$ cat src/rtl/fifo_rd_ctrl_pkg.sv
// Shared types and default parameters for the async-FIFO read-side drain controller.
package fifo_rd_ctrl_pkg;

  typedef enum logic [1:0] {
    ST_IDLE      = 2'd0,
    ST_SEND      = 2'd1,
    ST_WAIT_BUSY = 2'd2,
    ST_WAIT_DONE = 2'd3
  } state_e;

  localparam int unsigned DEF_DATA_WIDTH = 8;
  localparam int unsigned DEF_TIMEOUT    = 16;
  localparam int unsigned DEF_CNT_WIDTH  = 16;

endpackage

$ cat src/rtl/fifo_rd_ctrl.sv
// Drains the FIFO one word at a time into a busy-handshaked serial consumer,
// with an acceptance timeout (sticky error) and a delivered-word counter.
module fifo_rd_ctrl
  import fifo_rd_ctrl_pkg::*;
#(
  parameter int unsigned DATA_WIDTH = DEF_DATA_WIDTH,
  parameter int unsigned TIMEOUT    = DEF_TIMEOUT,
  parameter int unsigned CNT_WIDTH  = DEF_CNT_WIDTH
) (
  input  logic                  rclk,
  input  logic                  rrst_n,
  input  logic                  en,
  input  logic                  rempty,
  input  logic [DATA_WIDTH-1:0] rdata,
  output logic                  rinc,
  output logic [DATA_WIDTH-1:0] tx_data,
  output logic                  tx_valid,
  input  logic                  tx_busy,
  input  logic                  err_clr,
  output logic                  err_timeout,
  output logic [CNT_WIDTH-1:0]  sent_cnt
);

  localparam int unsigned TW = (TIMEOUT > 2) ? $clog2(TIMEOUT) : 1;
  // Last WAIT_BUSY count before giving up; the error then shows TIMEOUT cycles after SEND.
  localparam logic [TW-1:0] TMO_LAST = TW'(TIMEOUT - 2);

  state_e                state_q, state_d;
  logic [TW-1:0]         tmo_cnt, tmo_cnt_d;
  logic [DATA_WIDTH-1:0] tx_data_d;
  logic [CNT_WIDTH-1:0]  sent_cnt_d;
  logic                  rinc_d, tx_valid_d, err_d, tmo_hit;

  always_ff @(posedge rclk) begin
    if (!rrst_n) begin
      state_q     <= ST_IDLE;
      tmo_cnt     <= '0;
      tx_data     <= '0;
      sent_cnt    <= '0;
      rinc        <= 1'b0;
      tx_valid    <= 1'b0;
      err_timeout <= 1'b0;
    end else begin
      state_q     <= state_d;
      tmo_cnt     <= tmo_cnt_d;
      tx_data     <= tx_data_d;
      sent_cnt    <= sent_cnt_d;
      rinc        <= rinc_d;
      tx_valid    <= tx_valid_d;
      err_timeout <= err_d;
    end
  end

  always_comb begin
    state_d    = state_q;
    tmo_cnt_d  = tmo_cnt;
    tx_data_d  = tx_data;
    sent_cnt_d = sent_cnt;
    rinc_d     = 1'b0;
    tx_valid_d = 1'b0;
    tmo_hit    = 1'b0;

    case (state_q)
      ST_IDLE: begin
        if (en && !rempty) begin
          rinc_d     = 1'b1;
          tx_valid_d = 1'b1;
          tx_data_d  = rdata;
          state_d    = ST_SEND;
        end
      end
      ST_SEND: begin
        tmo_cnt_d = '0;
        state_d   = ST_WAIT_BUSY;
      end
      ST_WAIT_BUSY: begin
        if (tx_busy) begin
          sent_cnt_d = sent_cnt + CNT_WIDTH'(1);
          state_d    = ST_WAIT_DONE;
        end else begin
          tmo_cnt_d = tmo_cnt + TW'(1);
          if (tmo_cnt == TMO_LAST) begin
            tmo_hit = 1'b1;
            state_d = ST_IDLE;
          end
        end
      end
      ST_WAIT_DONE: begin
        if (!tx_busy) state_d = ST_IDLE;
      end
      default: state_d = ST_IDLE;
    endcase

    // Clear wins over a simultaneous timeout.
    if (err_clr)      err_d = 1'b0;
    else if (tmo_hit) err_d = 1'b1;
    else              err_d = err_timeout;
  end

endmodule

$ cat config.mk
export PLATFORM = sky130hd
export DESIGN_NAME = fifo_rd_ctrl
export DESIGN_NICKNAME = d
export VERILOG_FILES = /design/src/rtl/fifo_rd_ctrl_pkg.sv /design/src/rtl/fifo_rd_ctrl.sv
export SDC_FILE = /design/constraint.sdc
export NUM_CORES = 1
export LEC_CHECK = 0
export ABC_CLOCK_PERIOD_IN_PS = 1720
export CAP_MARGIN = 0
export CORE_MARGIN = 8
export CORE_UTILIZATION = 40
export CTS_BUF_LIST = sky130_fd_sc_hd__clkbuf_4
export DETAILED_ROUTE_END_ITERATION = 10
export GPL_TIMING_DRIVEN = 0
export PLACE_DENSITY = 0.69
export SETUP_SLACK_MARGIN = 0.5
export SLEW_MARGIN = 10
export SYNTH_ARGS = -nofsm -noshare
export SYNTH_HDL_FRONTEND = slang
export SYNTH_SLANG_ARGS = --single-unit
export TNS_END_PERCENT = 30
$ cat constraint.sdc
create_clock -name rclk -period 1.72 [get_ports rclk]
set_input_delay 0.344 -clock rclk [delete_from_list [all_inputs] [get_ports rclk]]
set_output_delay 0.344 -clock rclk [all_outputs]
set_load 0.01 [all_outputs]
### Word-level counts from Yosys, hierarchy flattened

Index checks and enable logic that the tools add are counted.
W data, S select, Z words.

* $add $sub $neg: 2
* eq/ne operators: 8
* multiplexer cells: 11
* bitwise logic cells: 1
* reductions and logical operators: 10

Operators by type and width (number)
* $add A16 B1 Y16 const B: 1
* $mux W2: 4
* $pmux W2 S4: 1
* $pmux W4 S2: 1
* $reduce_and A2 Y1: 4
* $ne A2 B2 Y1 const B: 3
* $add A4 B1 Y4 const B: 1
* $eq A2 B2 Y1 const B: 2
* $eq A4 B4 Y1 const B: 1
* $mux W1: 4
* $mux W4: 1
* $ne A3 B3 Y1 const B: 1
* $reduce_and A3 Y1: 1
* $eq A2 B1 Y1 const B: 1
* $logic_not A2 Y1: 1
* $reduce_bool A2 Y1: 1
* $reduce_or A2 Y1: 1
* $logic_and A1 B1 Y1: 1
* $logic_not A1 Y1: 1
* $not A1 Y1: 1

* register bits after elaboration: 32
* word-level logic and storage cells: 38

### Logic depth before layout (Yosys ltp)

* word-level depth: 4
* depth in mapped cells: 6
* gate-level depth less buffers: 6

### Worst setup path before layout

Ideal clock, no wire load.

* path kind: register to register
* start point: register sent_cnt[0]
* end point: register sent_cnt[12]
* arrival time: 1.508 ns
* data required time: 1.650 ns
* setup slack: 0.142 ns
* stages on the path, launching flop included: 7
* buffers on the path: 1
* cell sequence: dfxtp_1 > ha_1 > and4b_1 > buf_4 > nand2_2 > or4_1 > a21oi_1

* word-level cells in the longest chain between the ends: 1

RTL lines
* from (decl): RTL line fifo_rd_ctrl.sv:21 `output logic [CNT_WIDTH-1:0] sent_cnt`
* from (signal assigned): RTL line fifo_rd_ctrl.sv:47 `sent_cnt <= sent_cnt_d;`
* $add A16 B1 Y16: RTL line fifo_rd_ctrl.sv:78 `sent_cnt_d = sent_cnt + CNT_WIDTH'(1);`

No other way between the ends.
A chain may end at the register's enable or synchronous reset.

### Worst setup path after layout

* start point: register sent_cnt[6]
* end point: register sent_cnt[14]

Same word-level chain as after synthesis.

==> flow_summary.ini <==
[outcome]
outcome = complete, no violations

[route]
ant_nets = 0
wl_um = 3970
via_per_inst = 5.13
vias = 1447
drtPass1Iterations = 4
drc = 0
wl_per_cell_um = 14.1
drt_iter0_markers = 99

[setup_path]
crit_required_ns = 1.98
arrival_ns = 1.79
crit_fanout = 6
r2r_cells = 4
r2r_slack_ns = 0.18
worst_r2r_endpoint = sent_cnt[14]$_SDFFE_PN0P_
end_kind = flop
crit_type = reg2reg
worstReg2RegStart = sent_cnt[6]$_SDFFE_PN0P_
startpoint_type = flop

[timing]
worst_pin_slew_ns = 0.542
fin_crit_sh_pct = 89.4
skew_ns = 0.00887
fin_ws_ns = 0.183
rsz0062_at_grt = yes
hold_viol = 0
period_needed_ns = 1.54
setup-violations-final = 0
fmax_ghz = 0.651
maxSlewHeadroom_pct = 63.8
drv_slew = 0

[global_routing]
grt_pass1_wl_um = 6530
grt_overflow_total = 0
grt_max_degree = 11
antenna_found_initial = 0
track_usage_pct = 13.5
grt_pass1_vias = 1357

[floorplanning]
die_x_um = 76.0
initial_utilization_pct = 42.4
die-area_mm2 = 0.00577
core_mm2 = 0.00339
fp-row-count = 21
die_y_um = 76.0
ios = 41

[clocking]
cts_made_buffers = 5
path_clk_slew_ns = 0.10
cts.sinks = 32
clock_path_buffers = 2
cts_tree = yes
clock_latency_ns = 0.33
htreeDepth = 2
root_buffer = clkbuf_4

[finish]
nets = 252
areaGrowthSynthToFinish_pct = 57.1
antennaDiodeCount = 0
post-route-util_pct = 66.6
drive_gt1_share_pct = 34.7

[yosys]
yosysSeqAreaShare_pct = 44.6
mappedNetlistNets = 183
syn_area_mm2 = 0.00144
yosys_warnings = 0
yosysUniqueCellTypes = 40
syn_area_per_cell_um2 = 8.66
synth_cells = 166
ys_ff_latch = 32

[placed_design]
gp_congestion = 0.783
dp_hpwl_um = 2670
post-place-ws_ns = -0.366
io_buffer_count = 40

[run]
max_cap_viol_count = 0

[pwr]
cellLeakagePower_nw = 0.959
vdd_ir_drop_max_uv = 471
p_per_area_mw_per_mm2 = 604

[hold_path]
min_path_type = in2reg
min_path_cells = 4
hold_start = rempty
holdPathEnd = tx_data[5]$_SDFFE_PN0P_
worst max path at each step:
stage / start / to / cells past startpoint
after global placement: tx_busy / sent_cnt[14]$_SDFFE_PN0P_ / 7
after global routing: sent_cnt[0]$_SDFFE_PN0P_ / sent_cnt[8]$_SDFFE_PN0P_ / 7
final: sent_cnt[6]$_SDFFE_PN0P_ / sent_cnt[14]$_SDFFE_PN0P_ / 4
after CTS: sent_cnt[1]$_SDFFE_PN0P_ / sent_cnt[12]$_SDFFE_PN0P_ / 6
after floorplan: sent_cnt[0]$_SDFFE_PN0P_ / sent_cnt[12]$_SDFFE_PN0P_ / 6
after detailed placement: tx_busy / sent_cnt[12]$_SDFFE_PN0P_ / 7
area by class of cell:
class                           count  area, um2
Sequential cell                    32        678
Clock buffer                        7       52.6
Timing Repair Buffer               62        557
Buffer                             10       82.6
Multi-Input combinational cell    120        812
Tap cell                           46       57.6
Inverter                            4       15.0
Clock inverter                      1       3.75
Fill cell                         286       1130
worst max-delay path, stage by stage (launching register included):
cell	delay [ns]
dfxtp_2	0.40
and4_4	0.26
nand4_2	0.15
or4_1	0.53
a21oi_1	0.14
power breakdown:
| part | switching (mW) | internal, mW | leakage (nW) | total [mW] |
|---|---|---|---|---|
| Sequential | 0.0114 | 0.750 | 0.270 | 0.761 |
| Combinational | 0.0752 | 0.0882 | 0.655 | 0.163 |
| Clock | 0.250 | 0.189 | 0.0338 | 0.439 |
repair_timing:
action,in CTS,in global routing
setup endpoints to repair,56,56
setup buffers,14,7
gates cloned,0,1
pin swaps,6,16
hold buffers,0,0
resized for setup,80,31
kinds of logic (layout without fill, tap and decap cells):
kind of cell	Yosys count	in the layout	share of synthesized area [%]
AOI/OAI and AO/OA	37	37	14.7
muxes	1	1	0.696
buffers and inverters	14	84	4.70
adders and majority gates	3	3	2.61
and+or+nand+nor	71	71	27.9
DFF	32	32	44.6
xor gates and xnor gates	8	8	4.87
layer usage:
layer,up-vias,track usage (%),share of wire (%)
met5,-,0,0
met4,0,4.51,0.53
met1,681,15.2,44
met3,2,4.72,4.9
li1,728,-,-
met2,36,22.9,51
cells in the mapped netlist:
library cell	count	area share (%)
dfxtp_1	32	45
nand2_1	22	5.7
a21oi_1	21	7.3
nor2_1	14	3.7
o21ai_0	6	2.1
xor2_1	6	3.7
clkbuf_1	5	1.3
buf_4	4	2.1
inv_1	4	1.0
nand3_1	4	1.4
o31ai_1	4	2.1
or4_1	4	2.1
ha_1	3	2.6
nand4_1	3	1.3
or3_1	3	1.3
and2_1	2	0.87
and3_1	2	0.87
nand2_2	2	0.87
nor3_1	2	0.70
nor3b_1	2	1.0
xnor2_1	2	1.2
a2bb2oi_1	1	0.61
a31oi_1	1	0.44
and3_2	1	0.52
and3b_1	1	0.61
and4_1	1	0.61
and4b_1	1	0.70
buf_1	1	0.26
mux2i_1	1	0.70
nand3_4	1	1.2
nand4_2	1	0.87
nand4b_1	1	0.61
nor2b_1	1	0.44
nor4b_2	1	1.0
nor4bb_1	1	0.70
o211ai_1	1	0.52
o21a_1	1	0.52
o21bai_1	1	0.52
o311ai_0	1	0.61
or4b_1	1	0.70
cells in the final DEF, fill, tap and decap left out, drive strengths merged, types with 2 or more instances in the layout:
cell	instances
a21oi	21
dfxtp	32
nand3	5
o21ai	6
buf	35
ha	3
dlymetal6s2s	2
clkbuf	12
or4	4
and2	2
nand2	24
nor3b	2
inv	4
nand4	4
o31ai	4
xnor2	2
and3	3
clkdlybuf4s50	10
or3	3
nor2	14
xor2	6
clkdlybuf4s15	3
nor3	2
dlygate4sd2	17
through the flow:
step | power (mW) | instance area, um2 | TNS (ns) | hold WS, ns | std cells
6_report | 1.36 | 2260 | 0 | 0.416 | 282
5_1_grt | 1.43 | 2260 | 0 | 0.411 | 282
4_1_cts | 1.35 | 2110 | 0 | 0.461 | 274
3_5_place_dp | 0.924 | 1930 | -4.49 | 0.450 | 252
3_3_place_gp | 0.921 | 1930 | -3.75 | 0.443 | 252
2_1_floorplan | 0.850 | 1470 | 0 | 0.423 | 166
registers in the layout, summed over array words and instances, names as in the netlist:
name         flops
tx_valid         1
state_q          2
sent_cnt        16
tx_data          8
err_timeout      1
tmo_cnt          4
No activity file was read; power rests on OpenSTA's default activity.
